$ cat src/rtl/fixed_to_fp32.sv
// fixed_to_fp32: pipelined signed fixed-point to IEEE-754 single-precision
// converter. The input is captured on every edge with stt high; the result
// appears on result_valid four edges later, one sample per cycle.
// Optional build macro FIXED_TO_FP32_RNE_EN selects round-to-nearest-even in
// the pack stage; without it the magnitude is truncated toward zero.
module fixed_to_fp32 #(
  parameter int IN_W   = 32,
  parameter int FRAC_W = 0
) (
  input  logic            clk,
  input  logic            reset,
  input  logic            stt,
  input  logic [IN_W-1:0] din,
  output logic [31:0]     result,
  output logic            result_valid,
  output logic            inexact
);

  localparam int             LZ_W    = $clog2(IN_W + 1);
  localparam int             EXT_W   = IN_W + 24;
  localparam logic [8:0]     EXP_TOP = 9'(127 + IN_W - 1 - FRAC_W);
  localparam logic [IN_W-1:0] ONE    = {{(IN_W-1){1'b0}}, 1'b1};

  // Input capture
  logic            cap_valid;
  logic [IN_W-1:0] cap_din;

  // Valid bits for S0..S3
  logic [3:0]      valid_pipe;

  // S0: sign and magnitude
  logic            s0_sign;
  logic [IN_W-1:0] s0_mag;

  // S1: leading-zero count
  logic            s1_sign;
  logic            s1_zero;
  logic [IN_W-1:0] s1_mag;
  logic [LZ_W-1:0] s1_lzc;

  // S2: normalised magnitude and biased exponent
  logic            s2_sign;
  logic            s2_zero;
  logic [IN_W-1:0] s2_norm;
  logic [8:0]      s2_exp;

  // S3: packed output registers
  logic [31:0]     res_q;
  logic            inx_q;

  // Pack-stage combinational signals
  logic [EXT_W-1:0] ext;
  logic [22:0]      frac_r;
  logic [8:0]       exp_r;
  logic [31:0]      pack_result;
  logic             pack_inexact;
`ifdef FIXED_TO_FP32_RNE_EN
  logic             guard;
  logic             sticky;
  logic [23:0]      frac_sum;
`endif
  logic             unused_bits;

  // Number of zeros above the most significant set bit; IN_W for zero.
  function automatic logic [LZ_W-1:0] count_lz(input logic [IN_W-1:0] v);
    logic [LZ_W-1:0] n;
    logic            found;
    n     = LZ_W'(IN_W);
    found = 1'b0;
    for (int i = IN_W - 1; i >= 0; i--) begin
      if (!found && v[i]) begin
        n     = LZ_W'(IN_W - 1 - i);
        found = 1'b1;
      end
    end
    return n;
  endfunction

  // Capture the start strobe (cleared by reset) and the sample beside it
  always_ff @(posedge clk) begin
    // NOTE: all clocked state uses non-blocking assignment so every stage reads last cycle's values.
    if (reset) cap_valid <= 1'b0;
    else       cap_valid <= stt;
    cap_din <= din;
  end

  // Shift the valid bit alongside the data; reset flushes everything in flight
  always_ff @(posedge clk) begin
    if (reset) valid_pipe <= '0;
    else       valid_pipe <= {valid_pipe[2:0], cap_valid};
  end

  // S0..S2 datapath: sign/magnitude, leading-zero count, normalise
  always_ff @(posedge clk) begin
    // NOTE: datapath registers carry no reset; the valid bits alone decide what reaches the output.
    s0_sign <= cap_din[IN_W-1];
    // Most-negative input negates to 2^(IN_W-1), which fits as unsigned.
    s0_mag  <= cap_din[IN_W-1] ? (~cap_din + ONE) : cap_din;

    s1_sign <= s0_sign;
    s1_mag  <= s0_mag;
    s1_zero <= (s0_mag == '0);
    s1_lzc  <= count_lz(s0_mag);

    s2_sign <= s1_sign;
    s2_zero <= s1_zero;
    s2_norm <= s1_mag << s1_lzc;
    s2_exp  <= EXP_TOP - 9'(s1_lzc);
  end

  // S3 pack: extract mantissa below the hidden bit, optional rounding
  always_comb begin
    // NOTE: every comb output gets a default first so no path leaves it unassigned (no latches).
    ext          = {s2_norm, 24'd0};
    frac_r       = ext[EXT_W-2 -: 23];
    exp_r        = s2_exp;
    pack_inexact = |ext[IN_W-1:0];
`ifdef FIXED_TO_FP32_RNE_EN
    guard    = ext[IN_W-1];
    sticky   = |ext[IN_W-2:0];
    frac_sum = {1'b0, frac_r} + 24'd1;
    if (guard && (sticky || frac_r[0])) begin
      if (frac_sum[23]) begin
        frac_r = '0;
        exp_r  = s2_exp + 9'd1;
      end else begin
        frac_r = frac_sum[22:0];
      end
    end
`endif
    pack_result = s2_zero ? 32'd0 : {s2_sign, exp_r[7:0], frac_r};
  end

  // The hidden bit and exponent MSB are never needed in the packed word.
  assign unused_bits = ^{exp_r[8], ext[EXT_W-1]};

  // Output register: holds the packed word only on valid cycles, zero otherwise
  always_ff @(posedge clk) begin
    if (reset || !valid_pipe[2]) begin
      res_q <= '0;
      inx_q <= 1'b0;
    end else begin
      res_q <= pack_result;
      inx_q <= pack_inexact && !s2_zero;
    end
  end

  assign result       = res_q;
  assign result_valid = valid_pipe[3];
  assign inexact      = inx_q;

endmodule
$ cat config.mk
export PLATFORM = sky130hd
export DESIGN_NAME = fixed_to_fp32
export DESIGN_NICKNAME = d
export VERILOG_FILES = /design/src/rtl/fixed_to_fp32.sv
export SDC_FILE = /design/constraint.sdc
export NUM_CORES = 1
export LEC_CHECK = 0
export CAP_MARGIN = 0
export CORE_MARGIN = 3
export CORE_UTILIZATION = 45
export DETAILED_ROUTE_END_ITERATION = 10
export PLACE_DENSITY = 0.66
export SLEW_MARGIN = 20
export SYNTH_ARGS = -nofsm -noshare
export SYNTH_HDL_FRONTEND = slang
export SYNTH_SLANG_ARGS = --single-unit
$ cat constraint.sdc
create_clock -name clk -period 2.7 [get_ports clk]
set_clock_uncertainty 0.2 [all_clocks]
set_input_delay 0.27 -clock clk [delete_from_list [all_inputs] [get_ports clk]]
set_output_delay 0.27 -clock clk [all_outputs]
set_load 0.1 [all_outputs]
== Word-level counts from Yosys, hierarchy flattened ==
Index checks and enable logic that the tools add are counted.

* Bits in registers: 184
* Bits of input ports: 35
* Output and inout bits: 34

* Add/sub/neg operators: 2
* Shifts and indexed selects: 1
* Muxes and demuxes: 63
* Bitwise operators: 1
* Reduce and logical (&&, ||, !) cells: 74

{| class="wikitable"
|+ Operator list
! operator !! count
|-
| 5-bit 2-to-1 mux || 15
|-
| 1-bit zero test || 33
|-
| 32-bit by 1-bit adder with 32-bit output, second input constant || 1
|-
| 1-bit logical AND || 32
|-
| 32-bit zero test || 1
|-
| 1-bit 2-to-1 mux || 32
|-
| 4-bit 2-to-1 mux || 8
|-
| 32-bit inverter || 1
|-
| 32-bit by 6-bit left shift with 31-bit output || 1
|-
| 31-bit 2-to-1 mux || 1
|-
| 31-bit OR reduction || 1
|-
| 16-bit OR reduction || 1
|-
| 8-bit OR reduction || 2
|-
| 3-bit 2-to-1 mux || 4
|-
| 8-bit by 6-bit subtractor with 8-bit output, first input constant || 1
|-
| 6-bit 2-to-1 mux || 1
|-
| 2-bit 2-to-1 mux || 2
|-
| 2-bit OR reduction || 2
|-
| 4-bit OR reduction || 1
|-
| 1-bit logical OR || 1
|}

== Depth between registers and ports, before layout ==
Gate-level depths: netlist of run 1.

* Word-level depth: 94
* Gate-level depth with buffers: 7
* Depth with buffers taken out: 7

== Least setup slack after synthesis of run 1 ==
No wires, ideal clock.

* Path kind: register to register
* Start: register cap_din[11]
* End: register s0_mag[26]
* Library setup time: 72 ps
* Data arrival time: 2116 ps
* Required time: 2428 ps
* Setup slack: 312 ps
* Stages on the path, launching flop included: 6
* Buffers on the path: 0
* Clock period less this slack: 2388 ps
* Cell sequence: dfxtp_1 > or4_4 > or4_4 > or3_4 > o41ai_4 > xnor2_1

* Word-level cells in the longest chain between the ends: 3

{| class="wikitable"
|+ Ends and longest elaborated chain
! item !! RTL line !! RTL
|-
| from (decl) || 26 || <nowiki>logic [IN_W-1:0] cap_din;</nowiki>
|-
| from (signal assigned) || 84 || <nowiki>cap_din <= din;</nowiki>
|-
| 32-bit inverter || 98 || <nowiki>s0_mag <= cap_din[IN_W-1] ? (~cap_din + ONE) : cap_din;</nowiki>
|-
| 32-bit by 1-bit adder with 32-bit output || 98 ||
|-
| 31-bit 2-to-1 mux || 98 ||
|-
| to (signal assigned) || 98 ||
|-
| to (decl) || 33 || <nowiki>logic [IN_W-1:0] s0_mag;</nowiki>
|}

No other way between the ends.
A chain may end at the register's enable or synchronous reset.

== Worst setup path in the final report of run 1 ==
* Start: register cap_din[3]
* End: register s0_mag[26]

The elaborated chain is that of the path after synthesis.

==> impl_metrics.ini, run 1 <==
[die]
chipHeight_um = 127
pin_count = 69
std_cell_rows = 43
start_util = 0.466
die_w_um = 127
die_area_mm2 = 0.0160
core-area_mm2 = 0.0140

[logic_synthesis]
ys_warn_count = 0
yosys.area.top_type_share = 0.559
synth_common_cells = 183 x dfxtp_1, 53 x nor2_1, 34 x nand2_1, 33 x and2_1, 31 x xnor2_1
yosysMostFrequentCell = dfxtp_1
synth-async-reset-ratio = 0
synth-seq-area-share = 0.559
ys_top_cells_by_area = dfxtp_1 56%, xnor2_1 4.1%, and2_1 3.2%, mux2i_1 3.1%, nor2_1 3.0%
syn_nets = 650
synthFlopType = dfxtp_1
netlist_area_mm2 = 0.00655
avgSynthCellArea_um2 = 10.7
ys_ff_latch = 183
syn_inst = 613
synth_edf_count = 0
yosysTopAreaCell = dfxtp_1
yosysUniqueCellTypes = 62

[critical_path]
path_buf_inv = 0
cp_max_fo = 6
worstSetupEndpointType = flop
worstSetupStartpointType = flop
cp_top_family = simple AND/OR/NAND/NOR gates
slowest_stage = or4_4
crit_required_ns = 2.86
max_stage_delay_ns = 0.60
crit_type = reg2reg
path_cells = or3_2, or4_4, or3_4, o41ai_4, xnor2_1
arrival_ns = 2.65

[routing]
wl_per_cell_um = 15.2
drtIter0Drc = 203
wirelength_um = 13600
avgViaCountPerCell = 5.21
drtAntennaViolNets = 0
drc = 0
num_vias = 4645
drtPass1Iterations = 5

[timing]
tns_ns = 0
final_max_slew_viol_count = 0
worst_slew_margin_rel = 0.563
finalHoldViolCount = 0
fin_hold_ws_ns = 0.0771
fin_crit_sh = 0.919
setup_violations = 0
fmax_ghz = 0.403
tightest_slew_ns = 0.655
layout_min_cycle_time_ns = 2.48
grt_setup_unrepaired = false

[clocking]
h-tree-depth = 4
cts_root_buffer = clkbuf_16
cts_tree = yes
cts_made_buffers = 17
clkSinkCount = 183
cts_resized = 0
clockBufferDepth = 2
clock_latency_ns = 0.43
hold_buffers = 0
post_cts_buffers = 0
clk_transition_reported_paths_ns = 0.07

[placed_design]
gp_congestion = 0.891
placed_cell_area_mm2 = 0.00748
dp_hpwl_um = 10400
port-buffer-count = 68

[final_layout]
area_growth_pct = 23.5
nets = 736
drive_gt1_frac = 0.185
design_area_mm2 = 0.00809
antennaDiodeCount = 0
nFillCells = 1217

[global_routing]
grt_overflow_total = 0
antenna_found_initial = 0
grt_usage = 0.172
grt_pass1_vias = 4485
grt_max_degree = 36
grt_pass1_wl_um = 21700

[power]
power_leakage_nw = 3.30
p_total_mw = 6.60
p_per_area_mw_per_mm2 = 816
irDropWorstVdd_v = 0.000433

[job]
drv_cap = 0

[worst_hold_path]
hp-class = in2reg

[run_status]
status = completed
kinds of logic (layout without fill, tap and decap cells):
logic type | after synthesis | count (layout) | synth area share
and+or+nand+nor | 191 | 191 | 0.153
adders and majority gates | 2 | 2 | 0.00382
xor gates and xnor gates | 33 | 33 | 0.0441
AOI/OAI and AO/OA | 124 | 124 | 0.135
DFF | 183 | 183 | 0.559
buffers and inverters | 37 | 136 | 0.0225
muxes | 43 | 43 | 0.0821
registers in the layout, summed over array words and instances (netlist names):
| signal | flops |
|---|---|
| result | 32 |
| s1_zero | 1 |
| s1_mag | 31 |
| cap_valid | 1 |
| s1_lzc | 6 |
| s0_mag | 32 |
| valid_pipe | 4 |
| s2_sign | 1 |
| cap_din | 32 |
| s2_norm | 31 |
| s2_zero | 1 |
| s0_sign | 1 |
| s1_sign | 1 |
| inexact | 1 |
| exp_r | 8 |
where the power goes:
part | switching (mW) | internal [mW]
registers | 0.140 | 2.98
logic | 0.514 | 0.467
clock network | 1.10 | 1.40
total | 1.75 | 4.85
per-layer routing:
metal / track usage / part of all wire
met5: 0 / 0
met4: 0.0902 / 0.029
met3: 0.0400 / 0.043
met2: 0.304 / 0.51
met1: 0.191 / 0.42
stage by stage:
step / setup WS, ns / util / cells
finish: 0.219 / 0.576 / 892
global route: 0.141 / 0.576 / 892
CTS: 0.211 / 0.576 / 892
detailed placement: 0.232 / 0.532 / 860
global placement: 0.259 / 0.532 / 860
floorplan: 0.312 / - / 613
placed cells by master (no fill, tap or decap), types with 14 or more instances in the layout:
cell type and instances:
dfxtp_1 183, buf_4 57, nor2_1 53, nand2_1 34, clkdlybuf4s50_1 34, and2_1 33, xnor2_1 31, o21ai_0 24
mux2i_1 20, clkbuf_16 17, mux2_2 16, o22ai_1 16, a21oi_1 14
final timing paths:
kind | cells past startpoint | startpoint | slack, ns | to
setup / recovery | 5 | cap_din[3]$_DFF_P_ | 0.22 | s0_mag[26]$_DFF_P_
hold / removal | 1 | din[0] | 0.08 | cap_din[0]$_DFF_P_
setup reg to reg | 5 | cap_din[3]$_DFF_P_ | 0.22 | s0_mag[26]$_DFF_P_
hold reg to reg | 0 | s0_sign$_DFF_P_ | 0.13 | s1_sign$_DFF_P_
area by class of cell:
cell class	instances	area, µm²	share of cell area
flip-flops and latches	183	3660	0.453
well taps	180	225	0.0278
repair buffers	93	808	0.0999
clock inverters	15	186	0.0230
inverters	11	41.3	0.00510
clock buffers	17	425	0.0526
multi-input cells	393	2740	0.339
Note: power is estimated with default switching activity, not from simulation.
==> run 2: changes to the inputs <==
--- a/config.mk
+++ b/config.mk
@@ -6,10 +6,11 @@
 export NUM_CORES = 1
 export LEC_CHECK = 0
 export CAP_MARGIN = 0
-export CORE_MARGIN = 3
+export CORE_MARGIN = 2
 export CORE_UTILIZATION = 45
 export DETAILED_ROUTE_END_ITERATION = 10
 export PLACE_DENSITY = 0.66
+export REMOVE_ABC_BUFFERS = 1
 export SLEW_MARGIN = 20
 export SYNTH_ARGS = -nofsm -noshare
 export SYNTH_HDL_FRONTEND = slang
==> run 2 against run 1 <==
- clock power fell by 8%
- critical path depth did not move
- combinational power fell by 1%
- critical path type unchanged
- final cell count rose by 0.45%
- die area fell by 3.1%
- non-clock buffer count did not move
- via count rose by 0.78%
- maximum frequency fell by 0.92%
- highest routed layer unchanged
- critical endpoint unchanged
- sequential power barely moved
- first-iteration DRC count fell by 8.4%
- worst setup slack got worse by 0.023 ns
==> impl_metrics.ini, run 2 (synthesis gave the netlist of run 1 again) <==
[clocking]
h-tree-depth = 4
cts_tree = yes
cts_made_buffers = 17
clkSinkCount = 183
clockBufferDepth = 2
cts_resized = 0
post_cts_buffers = 0
cts_root_buffer = clkbuf_16
clock_latency_ns = 0.44
clk_transition_reported_paths_ns = 0.07
hold_buffers = 0

[routing]
num_vias = 4681
drtAntennaViolNets = 0
drtIter0Drc = 186
drtPass1Iterations = 4
wirelength_um = 13400
drc = 0
avgViaCountPerCell = 5.22
wl_per_cell_um = 14.9

[placed_design]
gp_congestion = 0.844
port-buffer-count = 68
dp_cells = 864
place_ws_ns = 0.190
dp_hpwl_um = 10300

[power]
irDropWorstVdd_v = 0.000458
power_leakage_nw = 3.27
p_per_area_mw_per_mm2 = 798

[timing]
setup_violations = 0
final_max_slew_viol_count = 0
tightest_slew_ns = 0.572
layout_min_cycle_time_ns = 2.50
worst_slack_ns = 0.196
worst_slew_margin_rel = 0.614
fmax_ghz = 0.399
tns_ns = 0
finalHoldViolCount = 0
grt_setup_unrepaired = false
fin_crit_sh = 0.927

[critical_path]
worstSetupStartpointType = flop
crit_type = reg2reg
path_buf_inv = 0
crit_required_ns = 2.86
max_stage_delay_ns = 0.58
r2r_cells = 5
r2r_end = s0_mag[26]$_DFF_P_
path_cells = or4_4, or4_4, or3_4, o41ai_4, xnor2_1
cp_top_family = simple AND/OR/NAND/NOR gates
slowest_stage = or4_4
arrival_ns = 2.66
cp_max_fo = 6
cp.depth = 5
crit_top_cell = or4_4
regToRegStartpoint = cap_din[11]$_DFF_P_
worstSetupEndpointType = flop
rrSetupSlack_ns = 0.20

[die]
start_util = 0.456
pin_count = 69
die_area_mm2 = 0.0155
die_w_um = 125
chipHeight_um = 125
core-area_mm2 = 0.0144
std_cell_rows = 44

[worst_hold_path]
worstHoldPathCells = 1
hold_path_end = cap_din[17]$_DFF_P_
hp-class = in2reg
hp-start = din[17]

[job]
drv_cap = 0

[global_routing]
grt_max_degree = 36
grt_pass1_vias = 4563
grt_overflow_total = 0
grt_pass1_wl_um = 22100
grt_usage = 0.180
antenna_found_initial = 0

[final_layout]
layout_commonest_cell = dfxtp_1
fin_cells = 896
area_growth_pct = 22.6
mostFrequentLayoutCells = 183 x dfxtp_1, 58 x buf_4, 53 x nor2_1
drive_gt1_frac = 0.184
antennaDiodeCount = 0
nets = 736

[run_status]
status = completed
## run 2: cell types whose count changed in the layout (fill, tap and decap cells not counted), sizes merged
cell	previous run	this run
bufinv	2	0
clkinvlp	2	3
clkbuf	17	19
inv	18	17
## run 2: metal layers
metal	GRT usage	up-vias	wire, µm
met5	0	-	0
met4	0.0991	0	528
met3	0.0490	46	568
met2	0.313	120	6610
met1	0.198	2155	5680
li1	-	2360	-
## run 2: worst max-delay path by stage
| stage | startpoint | to |
|---|---|---|
| 3_5_place_dp | cap_din[11]$_DFF_P_ | s0_mag[28]$_DFF_P_ |
| 2_1_floorplan | s1_lzc[0]$_SDFF_PP1_ | s2_norm[20]$_SDFF_PP0_ |
| 5_1_grt | cap_din[11]$_DFF_P_ | s0_mag[26]$_DFF_P_ |
| 3_3_place_gp | cap_din[11]$_DFF_P_ | s0_mag[26]$_DFF_P_ |
| 6_report | cap_din[11]$_DFF_P_ | s0_mag[26]$_DFF_P_ |
| 4_1_cts | cap_din[11]$_DFF_P_ | s0_mag[26]$_DFF_P_ |
## run 2: cell type report
cell class / instances / area, µm²
clock buffers: 19 / 443
clock inverters: 13 / 115
fillers: 1294 / 6340
inverters: 11 / 41.3
multi-input cells: 393 / 2740
flip-flops and latches: 183 / 3660
well taps: 184 / 230
repair buffers: 93 / 796
## run 2: power by group
group	internal [mW]	total (mW)	switching (mW)
clock	1.23	2.31	1.08
combinational	0.462	0.971	0.510
sequential	2.98	3.12	0.141
## run 2: metrics by stage
stage               total power [mW]  hold WS, ns  cell area, µm²  utilization
finish                          6.41       0.0735            8030        0.559
CTS                             6.46       0.0589            8030        0.559
detailed placement              4.15        0.113            7470        0.520
global placement                4.14        0.114            7470        0.520
global route                    6.69       0.0580            8030        0.559
floorplan                       3.78       0.0977            6440            -
==> run 3: changes to the inputs <==
--- a/config.mk
+++ b/config.mk
@@ -5,11 +5,9 @@
 export SDC_FILE = /design/constraint.sdc
 export NUM_CORES = 1
 export LEC_CHECK = 0
-export CAP_MARGIN = 0
 export CORE_MARGIN = 2
-export CORE_UTILIZATION = 45
+export CORE_UTILIZATION = 35
 export DETAILED_ROUTE_END_ITERATION = 10
-export PLACE_DENSITY = 0.66
 export REMOVE_ABC_BUFFERS = 1
 export SLEW_MARGIN = 20
 export SYNTH_ARGS = -nofsm -noshare
==> run 3 against run 2 <==
- flip-flop and latch count did not move
- worst setup slack improved by 0.0033 ns
- die area grew 28%
- largest power group unchanged
- first-iteration DRC count is 18% higher
- via count is 0.53% lower
- total power rose by 4.0%
==> impl_metrics.ini, run 3 (synthesis gave the netlist of run 1 again) <==
[clocking]
h-tree-depth = 4
cts_made_buffers = 17
clk_transition_reported_paths_ns = 0.07
cts_tree = yes
hold_buffers = 0
clock_latency_ns = 0.42
post_cts_buffers = 0
cts_root_buffer = clkbuf_16
clockBufferDepth = 2
cts_resized = 0
clkSinkCount = 183

[critical_path]
slowest_stage = or4_4
regToRegStartpoint = cap_din[3]$_DFF_P_
path_cells = or3_2, or4_4, or3_4, o41ai_4, xnor2_1
rrSetupSlack_ns = 0.20
max_stage_delay_ns = 0.60
r2r_end = s0_mag[26]$_DFF_P_
r2r_cells = 5
crit_required_ns = 2.85
worstSetupStartpointType = flop
worstSetupEndpointType = flop
arrival_ns = 2.65
cp_max_fo = 6
crit_type = reg2reg

[timing]
fmax_ghz = 0.400
tns_ns = 0
grt_setup_unrepaired = false
worst_slack_ns = 0.199
worst_slew_margin_rel = 0.648
setup_violations = 0
fin_crit_sh = 0.926
final_max_slew_viol_count = 0
finalHoldViolCount = 0
tightest_slew_ns = 0.523
layout_min_cycle_time_ns = 2.50

[routing]
drtIter0Drc = 220
drtAntennaViolNets = 0
wirelength_um = 13600
avgViaCountPerCell = 4.97
drtPass1Iterations = 5
wl_per_cell_um = 14.5
drc = 0
num_vias = 4656

[global_routing]
grt_usage = 0.141
met2_usage = 0.243
grtUsageMet3 = 0.0360
antenna_found_initial = 0
top_usage_layer = met2
grt_overflow_total = 0
grt_pass1_wl_um = 22100
grt_pass1_vias = 4554
grt_max_degree = 36
met1_usage = 0.166

[final_layout]
nets = 728
antennaDiodeCount = 0
area_growth_pct = 23.6
drive_gt1_frac = 0.172
layout_commonest_cell = dfxtp_1
mostFrequentLayoutCells = 183 x dfxtp_1, 53 x nor2_1, 50 x buf_4

[placed_design]
dp_hpwl_um = 10300
gp_congestion = 0.910
place_ws_ns = 0.208
port-buffer-count = 68

[worst_hold_path]
hold_path_end = cap_din[20]$_DFF_P_
hp-class = in2reg
worstHoldPathCells = 1
hp-start = din[20]

[die]
core-area_mm2 = 0.0185
chipHeight_um = 141
std_cell_rows = 50
die_w_um = 141
start_util = 0.354
pin_count = 69
die_area_mm2 = 0.0198

[power]
irDropWorstVdd_v = 0.000462
p_per_area_mw_per_mm2 = 823
power_leakage_nw = 3.26

[run_status]
status = completed

[job]
drv_cap = 0
-- run 3: changes by cell type in the layout (fill, tap and decap cells not counted), sizes merged --
cell      delta
buf          -8
bufinv       +4
clkbuf       -1
clkinv       -3
clkinvlp     -3
inv          +1
-- run 3: critical path, delay by kind of cell, from the launching register on --
family                    cells  cell delay, ns
xor gates and xnor gates      1            0.16
AOI/OAI and AO/OA             1            0.22
and+or+nand+nor               3            1.51
DFF                           1            0.33
-- run 3: report_power, final --
group	total (mW)	switching, mW	internal (mW)
Sequential	3.12	0.145	2.98
Clock	2.60	1.04	1.57
Combinational	0.934	0.499	0.434
-- run 3: area by class of cell --
type | count | area, µm²
inverter | 11 | 41.3
tap | 234 | 293
timing repair buffer | 85 | 736
sequential | 183 | 3660
clock inverter | 12 | 191
fill | 1782 | 10400
clock buffer | 18 | 429
multi-input combinational | 393 | 2740
-- run 3: through the flow --
stage,std cells,total power [mW],cell area [µm²],util,hold slack [ns]
floorplan,587,3.78,6440,-,0.0977
global placement,906,4.10,7470,0.404,0.115
detailed placement,906,4.12,7470,0.404,0.112
CTS,936,6.72,8090,0.437,0.0628
global route,936,6.95,8090,0.437,0.0632
finish,936,6.66,8090,0.437,0.0836
-- run 3: how the worst max path moves through the flow --
| stage | from | to | slack [ns] |
|---|---|---|---|
| floorplan | s1_lzc[0]$_SDFF_PP1_ | s2_norm[20]$_SDFF_PP0_ | 0.1 |
| global placement | cap_din[11]$_DFF_P_ | s0_mag[26]$_DFF_P_ | 0.26 |
| detailed placement | cap_din[3]$_DFF_P_ | s0_mag[26]$_DFF_P_ | 0.21 |
| CTS | cap_din[3]$_DFF_P_ | s0_mag[26]$_DFF_P_ | 0.19 |
| global route | cap_din[11]$_DFF_P_ | s0_mag[26]$_DFF_P_ | 0.15 |
| finish | cap_din[3]$_DFF_P_ | s0_mag[26]$_DFF_P_ | 0.20 |
-- run 3: per-layer routing --
layer / share of wire / vias to the layer above
li1: - / 2343
met1: 0.45 / 2175
met2: 0.49 / 117
met3: 0.043 / 21
met4: 0.022 / 0
met5: 0 / -
